===== src/rtl/mem_fifo_pkg.sv =====
// Shared constants for the memory-backed FIFO controller: default geometry and FSM encoding.
package mem_fifo_pkg;

    localparam int DATA_W_DEF = 8;
    localparam int ADDR_W_DEF = 3;
    localparam int DEPTH_DEF  = 8;

    typedef logic [1:0] state_t;

    localparam state_t ST_IDLE = 2'd0;
    localparam state_t ST_WR   = 2'd1;
    localparam state_t ST_RD   = 2'd2;

endpackage


===== src/rtl/mem_fifo_if.sv =====
// Push/pop stream and status bundle between an upstream client (master) and mem_fifo_ctrl (slave).
interface mem_fifo_if
    import mem_fifo_pkg::*;
#(
    parameter int DATA_W = DATA_W_DEF,
    parameter int ADDR_W = ADDR_W_DEF
) ();

    logic              PUSH;
    logic [DATA_W-1:0] PUSH_D;
    logic              PUSH_READY;
    logic              POP;
    logic              POP_READY;
    logic [DATA_W-1:0] POP_D;
    logic              POP_VALID;
    logic              FULL;
    logic              EMPTY;
    logic [ADDR_W:0]   COUNT;
    logic              OVF;
    logic              UNF;

    modport master (
        output PUSH, PUSH_D, POP,
        input  PUSH_READY, POP_READY, POP_D, POP_VALID, FULL, EMPTY, COUNT, OVF, UNF
    );

    modport slave (
        input  PUSH, PUSH_D, POP,
        output PUSH_READY, POP_READY, POP_D, POP_VALID, FULL, EMPTY, COUNT, OVF, UNF
    );

endinterface


===== src/rtl/mem_fifo_arb.sv =====
// Two-way round-robin picker between push and pop; the last-served bit starts at "pop" so push wins first.
module mem_fifo_arb (
    input  logic CLK,
    input  logic R,
    input  logic req_push,
    input  logic req_pop,
    output logic grant_push,
    output logic grant_pop
);

    logic last_pop_reg;

    // On contention serve the kind that was not served last.
    assign grant_push = req_push & (~req_pop | last_pop_reg);
    assign grant_pop  = req_pop  & (~req_push | ~last_pop_reg);

    always_ff @(posedge CLK) begin
        if (R) begin
            last_pop_reg <= 1'b1;
        end else if (grant_push) begin
            last_pop_reg <= 1'b0;
        end else if (grant_pop) begin
            last_pop_reg <= 1'b1;
        end
    end

endmodule


===== src/rtl/mem_fifo_ctrl.sv =====
// Turns a push/pop byte stream into single-cycle write/read accesses on an 8-line memory, forming an 8-deep FIFO.
// Optional sticky OVF/UNF error flags are built only when MEM_FIFO_ERR_EN is defined.
module mem_fifo_ctrl
    import mem_fifo_pkg::*;
#(
    parameter int DATA_W = DATA_W_DEF,
    parameter int ADDR_W = ADDR_W_DEF,
    parameter int DEPTH  = DEPTH_DEF
) (
    input  logic              CLK,
    input  logic              R,
    mem_fifo_if.slave         strm,
    output logic              MEM_CS,
    output logic [ADDR_W-1:0] MEM_A,
    output logic [DATA_W-1:0] MEM_D,
    output logic              MEM_WE,
    output logic              MEM_RE,
    input  logic [DATA_W-1:0] MEM_Q
);

    localparam logic [ADDR_W:0] FULL_CNT = (ADDR_W + 1)'(DEPTH);

    state_t            state_reg;
    logic [ADDR_W-1:0] wptr_reg;
    logic [ADDR_W-1:0] rptr_reg;
    logic [ADDR_W:0]   count_reg;
    logic [DATA_W-1:0] wbuf_reg;
    logic [DATA_W-1:0] pop_d_reg;
    logic              pop_valid_reg;
    logic              idle;
    logic              full;
    logic              empty;
    logic              push_ready;
    logic              pop_ready;
    logic              grant_push;
    logic              grant_pop;

    assign idle       = (state_reg == ST_IDLE);
    assign full       = (count_reg == FULL_CNT);
    assign empty      = (count_reg == '0);
    assign push_ready = idle & ~full;
    assign pop_ready  = idle & ~empty;

    mem_fifo_arb u_arb (
        .CLK        (CLK),
        .R          (R),
        .req_push   (strm.PUSH & push_ready),
        .req_pop    (strm.POP & pop_ready),
        .grant_push (grant_push),
        .grant_pop  (grant_pop)
    );

    always_ff @(posedge CLK) begin
        if (R) begin
            state_reg     <= ST_IDLE;
            wptr_reg      <= '0;
            rptr_reg      <= '0;
            count_reg     <= '0;
            wbuf_reg      <= '0;
            pop_d_reg     <= '0;
            pop_valid_reg <= 1'b0;
        end else begin
            pop_valid_reg <= 1'b0;
            case (state_reg)
                ST_IDLE: begin
                    if (grant_push) begin
                        wbuf_reg  <= strm.PUSH_D;
                        state_reg <= ST_WR;
                    end else if (grant_pop) begin
                        state_reg <= ST_RD;
                    end
                end
                ST_WR: begin
                    wptr_reg  <= wptr_reg + 1'b1;
                    count_reg <= count_reg + 1'b1;
                    state_reg <= ST_IDLE;
                end
                ST_RD: begin
                    pop_d_reg     <= MEM_Q;
                    pop_valid_reg <= 1'b1;
                    rptr_reg      <= rptr_reg + 1'b1;
                    count_reg     <= count_reg - 1'b1;
                    state_reg     <= ST_IDLE;
                end
                default: state_reg <= ST_IDLE;
            endcase
        end
    end

    // Memory pins are a pure decode of the access state, so they are all low in IDLE and after reset.
    always_comb begin
        MEM_CS = 1'b0;
        MEM_WE = 1'b0;
        MEM_RE = 1'b0;
        MEM_A  = '0;
        MEM_D  = '0;
        case (state_reg)
            ST_WR: begin
                MEM_CS = 1'b1;
                MEM_WE = 1'b1;
                MEM_A  = wptr_reg;
                MEM_D  = wbuf_reg;
            end
            ST_RD: begin
                MEM_CS = 1'b1;
                MEM_RE = 1'b1;
                MEM_A  = rptr_reg;
            end
            default: ;
        endcase
    end

    assign strm.PUSH_READY = push_ready;
    assign strm.POP_READY  = pop_ready;
    assign strm.POP_D      = pop_d_reg;
    assign strm.POP_VALID  = pop_valid_reg;
    assign strm.FULL       = full;
    assign strm.EMPTY      = empty;
    assign strm.COUNT      = count_reg;

`ifdef MEM_FIFO_ERR_EN
    logic ovf_reg;
    logic unf_reg;

    always_ff @(posedge CLK) begin
        if (R) begin
            ovf_reg <= 1'b0;
            unf_reg <= 1'b0;
        end else begin
            if (idle & strm.PUSH & full) begin
                ovf_reg <= 1'b1;
            end
            if (idle & strm.POP & empty) begin
                unf_reg <= 1'b1;
            end
        end
    end

    assign strm.OVF = ovf_reg;
    assign strm.UNF = unf_reg;
`else
    assign strm.OVF = 1'b0;
    assign strm.UNF = 1'b0;
`endif

endmodule


===== src/flat_wrapper.sv =====
// flat-port wrapper written by rule: the top's interface ports become plain ports
module mem_fifo_ctrl_flat import mem_fifo_pkg::*;
#(
    parameter int DATA_W = DATA_W_DEF,
    parameter int ADDR_W = ADDR_W_DEF,
    parameter int DEPTH  = DEPTH_DEF
)
  (CLK, R, MEM_CS, MEM_A, MEM_D, MEM_WE, MEM_RE, MEM_Q, strm_PUSH, strm_PUSH_D, strm_POP, strm_PUSH_READY, strm_POP_READY, strm_POP_D, strm_POP_VALID, strm_FULL, strm_EMPTY, strm_COUNT, strm_OVF, strm_UNF);
  mem_fifo_if #(.DATA_W(DATA_W), .ADDR_W(ADDR_W)) strm_i ();
  input  logic CLK;
  input  logic R;
  output logic MEM_CS;
  output logic [ADDR_W-1:0] MEM_A;
  output logic [DATA_W-1:0] MEM_D;
  output logic MEM_WE;
  output logic MEM_RE;
  input  logic [DATA_W-1:0] MEM_Q;
  input wire logic [$bits(strm_i.PUSH)-1:0] strm_PUSH;
  input wire logic [$bits(strm_i.PUSH_D)-1:0] strm_PUSH_D;
  input wire logic [$bits(strm_i.POP)-1:0] strm_POP;
  output wire logic [$bits(strm_i.PUSH_READY)-1:0] strm_PUSH_READY;
  output wire logic [$bits(strm_i.POP_READY)-1:0] strm_POP_READY;
  output wire logic [$bits(strm_i.POP_D)-1:0] strm_POP_D;
  output wire logic [$bits(strm_i.POP_VALID)-1:0] strm_POP_VALID;
  output wire logic [$bits(strm_i.FULL)-1:0] strm_FULL;
  output wire logic [$bits(strm_i.EMPTY)-1:0] strm_EMPTY;
  output wire logic [$bits(strm_i.COUNT)-1:0] strm_COUNT;
  output wire logic [$bits(strm_i.OVF)-1:0] strm_OVF;
  output wire logic [$bits(strm_i.UNF)-1:0] strm_UNF;
  assign strm_i.PUSH = strm_PUSH;
  assign strm_i.PUSH_D = strm_PUSH_D;
  assign strm_i.POP = strm_POP;
  assign strm_PUSH_READY = strm_i.PUSH_READY;
  assign strm_POP_READY = strm_i.POP_READY;
  assign strm_POP_D = strm_i.POP_D;
  assign strm_POP_VALID = strm_i.POP_VALID;
  assign strm_FULL = strm_i.FULL;
  assign strm_EMPTY = strm_i.EMPTY;
  assign strm_COUNT = strm_i.COUNT;
  assign strm_OVF = strm_i.OVF;
  assign strm_UNF = strm_i.UNF;
  mem_fifo_ctrl #(.DATA_W(DATA_W), .ADDR_W(ADDR_W), .DEPTH(DEPTH)) u_core (.CLK(CLK), .R(R), .strm(strm_i), .MEM_CS(MEM_CS), .MEM_A(MEM_A), .MEM_D(MEM_D), .MEM_WE(MEM_WE), .MEM_RE(MEM_RE), .MEM_Q(MEM_Q));
endmodule

===== config.mk =====
export PLATFORM = sky130hd
export DESIGN_NAME = mem_fifo_ctrl_flat
export DESIGN_NICKNAME = d
export VERILOG_FILES = /design/src/rtl/mem_fifo_pkg.sv /design/src/rtl/mem_fifo_if.sv /design/src/rtl/mem_fifo_arb.sv /design/src/rtl/mem_fifo_ctrl.sv /design/src/flat_wrapper.sv
export SDC_FILE = /design/constraint.sdc
export NUM_CORES = 1
export LEC_CHECK = 0
export CELL_PAD_IN_SITES_DETAIL_PLACEMENT = 2
export CELL_PAD_IN_SITES_GLOBAL_PLACEMENT = 2
export CORE_MARGIN = 5
export CORE_UTILIZATION = 39
export CTS_CLUSTER_DIAMETER = 30
export CTS_CLUSTER_SIZE = 16
export DETAILED_ROUTE_END_ITERATION = 12
export DONT_BUFFER_PORTS = 1
export PLACE_DENSITY = 0.91
export SKIP_LAST_GASP = 1
export SLEW_MARGIN = 20
export SYNTH_ARGS = -nofsm -noshare
export SYNTH_HDL_FRONTEND = slang
export SYNTH_SLANG_ARGS = --single-unit

===== constraint.sdc =====
create_clock -name CLK -period 5 [get_ports CLK]
set_input_delay 1 -clock CLK [delete_from_list [all_inputs] [get_ports CLK]]
set_output_delay 1 -clock CLK [all_outputs]
set_load 0.02 [all_outputs]

# After elaboration in Yosys (flattened, before gate mapping)

Cells that the tools add are included.

Output and inout bits: 33
Input port bits: 20
Register bits: 30

Add/sub/neg operators: 4
Mux-type cells: 10
Bitwise gates (word level): 14
Reduce and logical (&&, ||, !) cells: 8
Equality and inequality tests: 3

Operator list:

| operator              | count |
|---|---|
| $mux W8               | 1 |
| $pmux W4 S2           | 1 |
| $mux W1               | 7 |
| $add A3 B1 Y3 const B | 2 |
| $and A1 B1 Y1         | 6 |
| $not A1 Y1            | 6 |
| $pmux W3 S2           | 1 |
| $add A4 B1 Y4 const B | 1 |
| $eq A4 B4 Y1 const B  | 1 |
| $logic_not A4 Y1      | 1 |
| $reduce_bool A2 Y1    | 2 |
| $reduce_or A2 Y1      | 2 |
| $sub A4 B1 Y4 const B | 1 |
| $reduce_or A3 Y1      | 1 |
| $eq A2 B1 Y1 const B  | 1 |
| $eq A2 B2 Y1 const B  | 1 |
| $logic_not A2 Y1      | 1 |
| $or A1 B1 Y1          | 2 |
| $reduce_and A2 Y1     | 1 |

# Longest topological paths before layout

Depth in word-level cells: 9
Mapped depth: 9

# Cells and area by module

Synthesis repeated with hierarchy kept, for this count alone.

Cells, all modules: 160
Area, all modules: 1455.1 um^2

Modules (own cells, without submodules):

| module        | area an instance (um^2) | seq. area each (um^2) | cells each | times used |
|---|---|---|---|---|
| mem_fifo_ctrl | 1400.1                  | 580.6                 | 153        | 1 |
| mem_fifo_arb  | 55.1                    | 20.0                  | 7          | 1 |

# Worst setup path after synthesis

Ideal clock, no wire load.

Path kind: register to output
Start point: register u_core.state_reg[1]
End point: output MEM_A[0]
Cell stages (with the launch flop): 5
Data arrival time: 1428 ps
Required time: 4000 ps
Setup slack: 2572 ps
Buffers on the path: 1
Path through: dfxtp_1 -> inv_1 -> ha_1 -> clkbuf_1 -> nor2b_1

Cells in the longest elaborated chain, start to end: 2

Ends and longest elaborated chain:

| item                                                | RTL line            | text |
|---|---|---|
| start: declaration                                  | mem_fifo_ctrl.sv:23 | `state_t state_reg;` |
| start signal: assignment                            | mem_fifo_ctrl.sv:55 | `state_reg <= ST_IDLE;` |
| start signal: assignment                            | mem_fifo_ctrl.sv:68 | `state_reg <= ST_WR;` |
| start signal: assignment                            | mem_fifo_ctrl.sv:70 | `state_reg <= ST_RD;` |
| $eq A2 B2 Y1 / $eq A2 B1 Y1 (equally long branches) | mem_fifo_ctrl.sv:97 | `case (state_reg)` |
| $pmux W3 S2 (*)                                     | mem_fifo_ctrl.sv:97 |  |
| end: declaration                                    | flat_wrapper.sv:13  | `output logic [ADDR_W-1:0] MEM_A;` |

Every way passes the cells marked *; elsewhere a longest branch is shown, timed or not.

# Worst setup path in the final report

Start point: register u_core.state_reg[0]
End point: output MEM_A[0]

Same word-level chain as after synthesis.

==> key figures <==
Outcome
  • Outcome: complete, no violations

Drt
  • Total routed wirelength: approximately 3700 um
  • DR vias: 1,099
  • Average wire length per cell after detail routing: 18.5 um
  • Average vias per placed instance: roughly 5.5
  • Antenna-violating nets left: 0
  • Initial DRC Count: 49
  • TritonRoute pass-1 iters: 4
  • Final routed DRC violation total: 0

Synth
  • Adder and majority gate portion of the synthesized area: 5.79%
  • Number of distinct library cells after synthesis: 38
  • Post-Syn Instances: 157
  • Synthesized-area fraction occupied by and/or/nand/nor cells: 24.1%
  • Proportion of synthesized flip-flops having asynchronous set or reset: 0%
  • Number of warnings issued by yosys: 0
  • Fraction of synthesized cell area in xor and xnor cells: 4.05%
  • Predominant post-synthesis flop cell: sky130_fd_sc_hd__dfxtp_1
  • Share of synthesized area spent on multiplexers: 8.68%
  • Netlist area before placement: 0.00151 mm^2
  • Sequential share of the synthesized area: 39.7%
  • Number of enable-type register cells in the synthesized netlist: 0
  • Compound-cell area share of the yosys netlist: 10.8%
  • FF+latch count, synth: 30
  • Combinational family with the most area after synthesis: simple AND/OR/NAND/NOR gates
  • Average size of a mapped cell: 9.64 um^2

Finish
  • Most frequent cells in the layout: sky130_fd_sc_hd__dfxtp_1 (30), sky130_fd_sc_hd__nor2_1 (19), sky130_fd_sc_hd__mux2i_1 (12)
  • Share of layout cells above drive strength 1: 10.6%
  • Net total in the final layout: 179
  • Number of diodes: 0
  • Area growth, synth to finish: 4.22%
  • Most common cell after layout, fill and taps aside: sky130_fd_sc_hd__dfxtp_1

Placed design
  • Setup slack at placement: between 2 and 2.5 ns
  • Final GP Congestion: 0.728
  • Number of input and output port buffers inserted: 0
  • Half-perimeter wire length after detailed placement: around 2600 um

Clocking
  • Clock tree from TritonCTS: built
  • Clock Pin Slew Worst Setup and Hold Paths: 0.06 ns
  • Largest buffer count on any clock path: 2
  • Number of hold buffers added after CTS: 0
  • Total CTS buffers: 5
  • Clock H-tree levels: 2
  • Total clock sinks: 30
  • Number of buffers inserted by post-CTS setup repair: 0
  • Number of gates given a new drive strength after cts: 0
  • Clock insertion delay at the later pin of the skew report: 0.28 ns
  • CTS Root Buffer Type: sky130_fd_sc_hd__clkbuf_8

Critical path
  • Crit path cell chain: inv_1 > ha_1 > a22oi_1 > nor2b_1
  • Critical Path AT: 1.96 ns
  • Critical path capture point type: output pin
  • Category of the critical setup timing path: flop to output pin
  • Highest fanout seen on the critical path: 16
  • Biggest cell delay along the critical path: slightly below 0.7 ns
  • Worst path buffer plus inverter count: 1
  • Critical Path Slowest Stage Cell: sky130_fd_sc_hd__ha_1
  • Cell family with the largest share of critical-path delay: adder cells
  • Startpoint class of the critical path: flop
  • Endpoint required time on the critical path: 4.00 ns

STA
  • Setup Skew: 0.00693 ns
  • RSZ-0062 raised after global routing: no
  • Period minus WS final: 2.96 ns
  • Worst Max-Slew Pin Slew: 0.799 ns
  • Setup violations, final: 0
  • Remaining max-slew budget at the tightest pin: a little under half
  • Post-route fraction of the period consumed by the critical path: ~59%
  • Min setup slack post-route: roughly 2.0 ns
  • Timing-limited maximum frequency: about 0.34 GHz
  • Summed negative setup slack over all endpoints: 0 ns
  • Final hold viol count: 0
  • Max-slew violation total from the final report: 0

Pwr
  • Maximum ir drop on the vdd rail: about 0.00019 V
  • P per Cell Area: 418 mW/mm^2
  • Total leakage power: 0.586 nW

Die
  • Total I/O pin count: between 50 and 60
  • FP Rows: 22
  • Starting density of the core: roughly 41%
  • Standard cell core area: approximately 0.0037 mm^2
  • Die X: 72.3 um
  • Die area: 0.00522 mm^2
  • Die H: between 70 and 80 um

Global routing
  • Antenna violations before repair: 0
  • Maximum number of pins on one net before global-route repair: 32
  • Wire length of the first global-routing pass: 6060 um
  • Global routing usage summed across all routing layers: between 10% and 20%
  • Leftover overflow at the end of global routing: 0
  • Vias in the first global route: 1,241

Job
  • MaxCap Viol Count: 0

Min path
  • Worst min-delay path category: flop to flop
worst reg2reg max path, stage by stage (launching register included):
cell and delay, ns:
sky130_fd_sc_hd__dfxtp_1 0.37, sky130_fd_sc_hd__inv_1 0.09, sky130_fd_sc_hd__ha_1 0.48, sky130_fd_sc_hd__nor4bb_1 0.40
sky130_fd_sc_hd__mux2i_1 0.11, sky130_fd_sc_hd__a21boi_0 0.21, sky130_fd_sc_hd__mux2_2 0.36
path summary, 6_finish.rpt:
kind | startpoint | end | slack, ns | cells after the start
worst min register to register | u_core.wbuf_reg[5] | u_core.wbuf_reg[5] | 0.48 | 2
worst max register to register | u_core.state_reg[0] | u_core.strm.COUNT[3] | 2.87 | 6
worst max-delay path | u_core.state_reg[0] | MEM_A[0] | 2.04 | 4
worst min-delay path | u_core.wbuf_reg[5] | u_core.wbuf_reg[5] | 0.48 | 2
layer usage:
| metal | share of wire (%) | up-vias | wire length, um | global-route usage [%] |
|---|---|---|---|---|
| li1 | - | 516 | - | - |
| met1 | 37 | 539 | 1380 | 16.2 |
| met2 | 52 | 39 | 1930 | 25.9 |
| met3 | 8.8 | 5 | 325 | 6.65 |
| met4 | 1.5 | 0 | 56 | 7.52 |
| met5 | 0 | - | 0 | 0 |
power breakdown:
group | total (W) | switching (W) | internal (W)
Combinational | 0.000167 | 0.000105 | 0.0000628
Sequential | 0.000299 | 0.0000367 | 0.000263
Clock | 0.000192 | 0.0000857 | 0.000106
cell families (layout without fill, tap and decap cells):
family	after synthesis	count (layout)
compound gates	27	27
xor+xnor	7	7
fa+ha+maj	7	7
buf+inv	16	9
flops	30	30
mux	13	13
other cells	1	2
simple gates	56	56
through the flow:
step,instances,power (W),hold WS (ns),area (um^2),utilization (%)
finish,199,0.000658,0.479,1580,42.4
global route,199,0.000698,0.516,1580,42.4
CTS,199,0.000668,0.483,1570,42.3
detailed placement,193,0.000472,0.475,1490,40.0
global placement,193,0.000458,0.454,1490,40.0
floorplan,158,0.000452,0.449,1520,-
final cells by class:
class	count	area, um^2
fillers	409	2140
multi-input cells	112	822
flip-flops and latches	30	601
clock buffers	6	82.6
well taps	48	60.1
inverters	3	11.3
Yosys cell counts, types with 2 or more instances:
cell type                   n  share of area, %
sky130_fd_sc_hd__nand2_1    3              0.74
sky130_fd_sc_hd__a22oi_1    3               1.5
sky130_fd_sc_hd__o21ai_1    7               2.3
sky130_fd_sc_hd__clkbuf_1   6               1.5
sky130_fd_sc_hd__nor2b_1    6               2.5
sky130_fd_sc_hd__nand2b_1   2              0.83
sky130_fd_sc_hd__mux2i_1   12               7.9
sky130_fd_sc_hd__inv_1      3              0.74
sky130_fd_sc_hd__xnor2_1    4               2.3
sky130_fd_sc_hd__dfxtp_1   30                40
sky130_fd_sc_hd__buf_4      2              0.99
sky130_fd_sc_hd__ha_1       7               5.8
sky130_fd_sc_hd__xor2_1     3               1.7
sky130_fd_sc_hd__nor2_1    19               4.7
sky130_fd_sc_hd__or3b_1     8               4.6
sky130_fd_sc_hd__and2_1     9               3.7
sky130_fd_sc_hd__buf_6      2               1.5
sky130_fd_sc_hd__a21oi_1   10               3.3
sky130_fd_sc_hd__o21ai_0    2              0.66
Note: power is estimated with default switching activity, not from simulation.
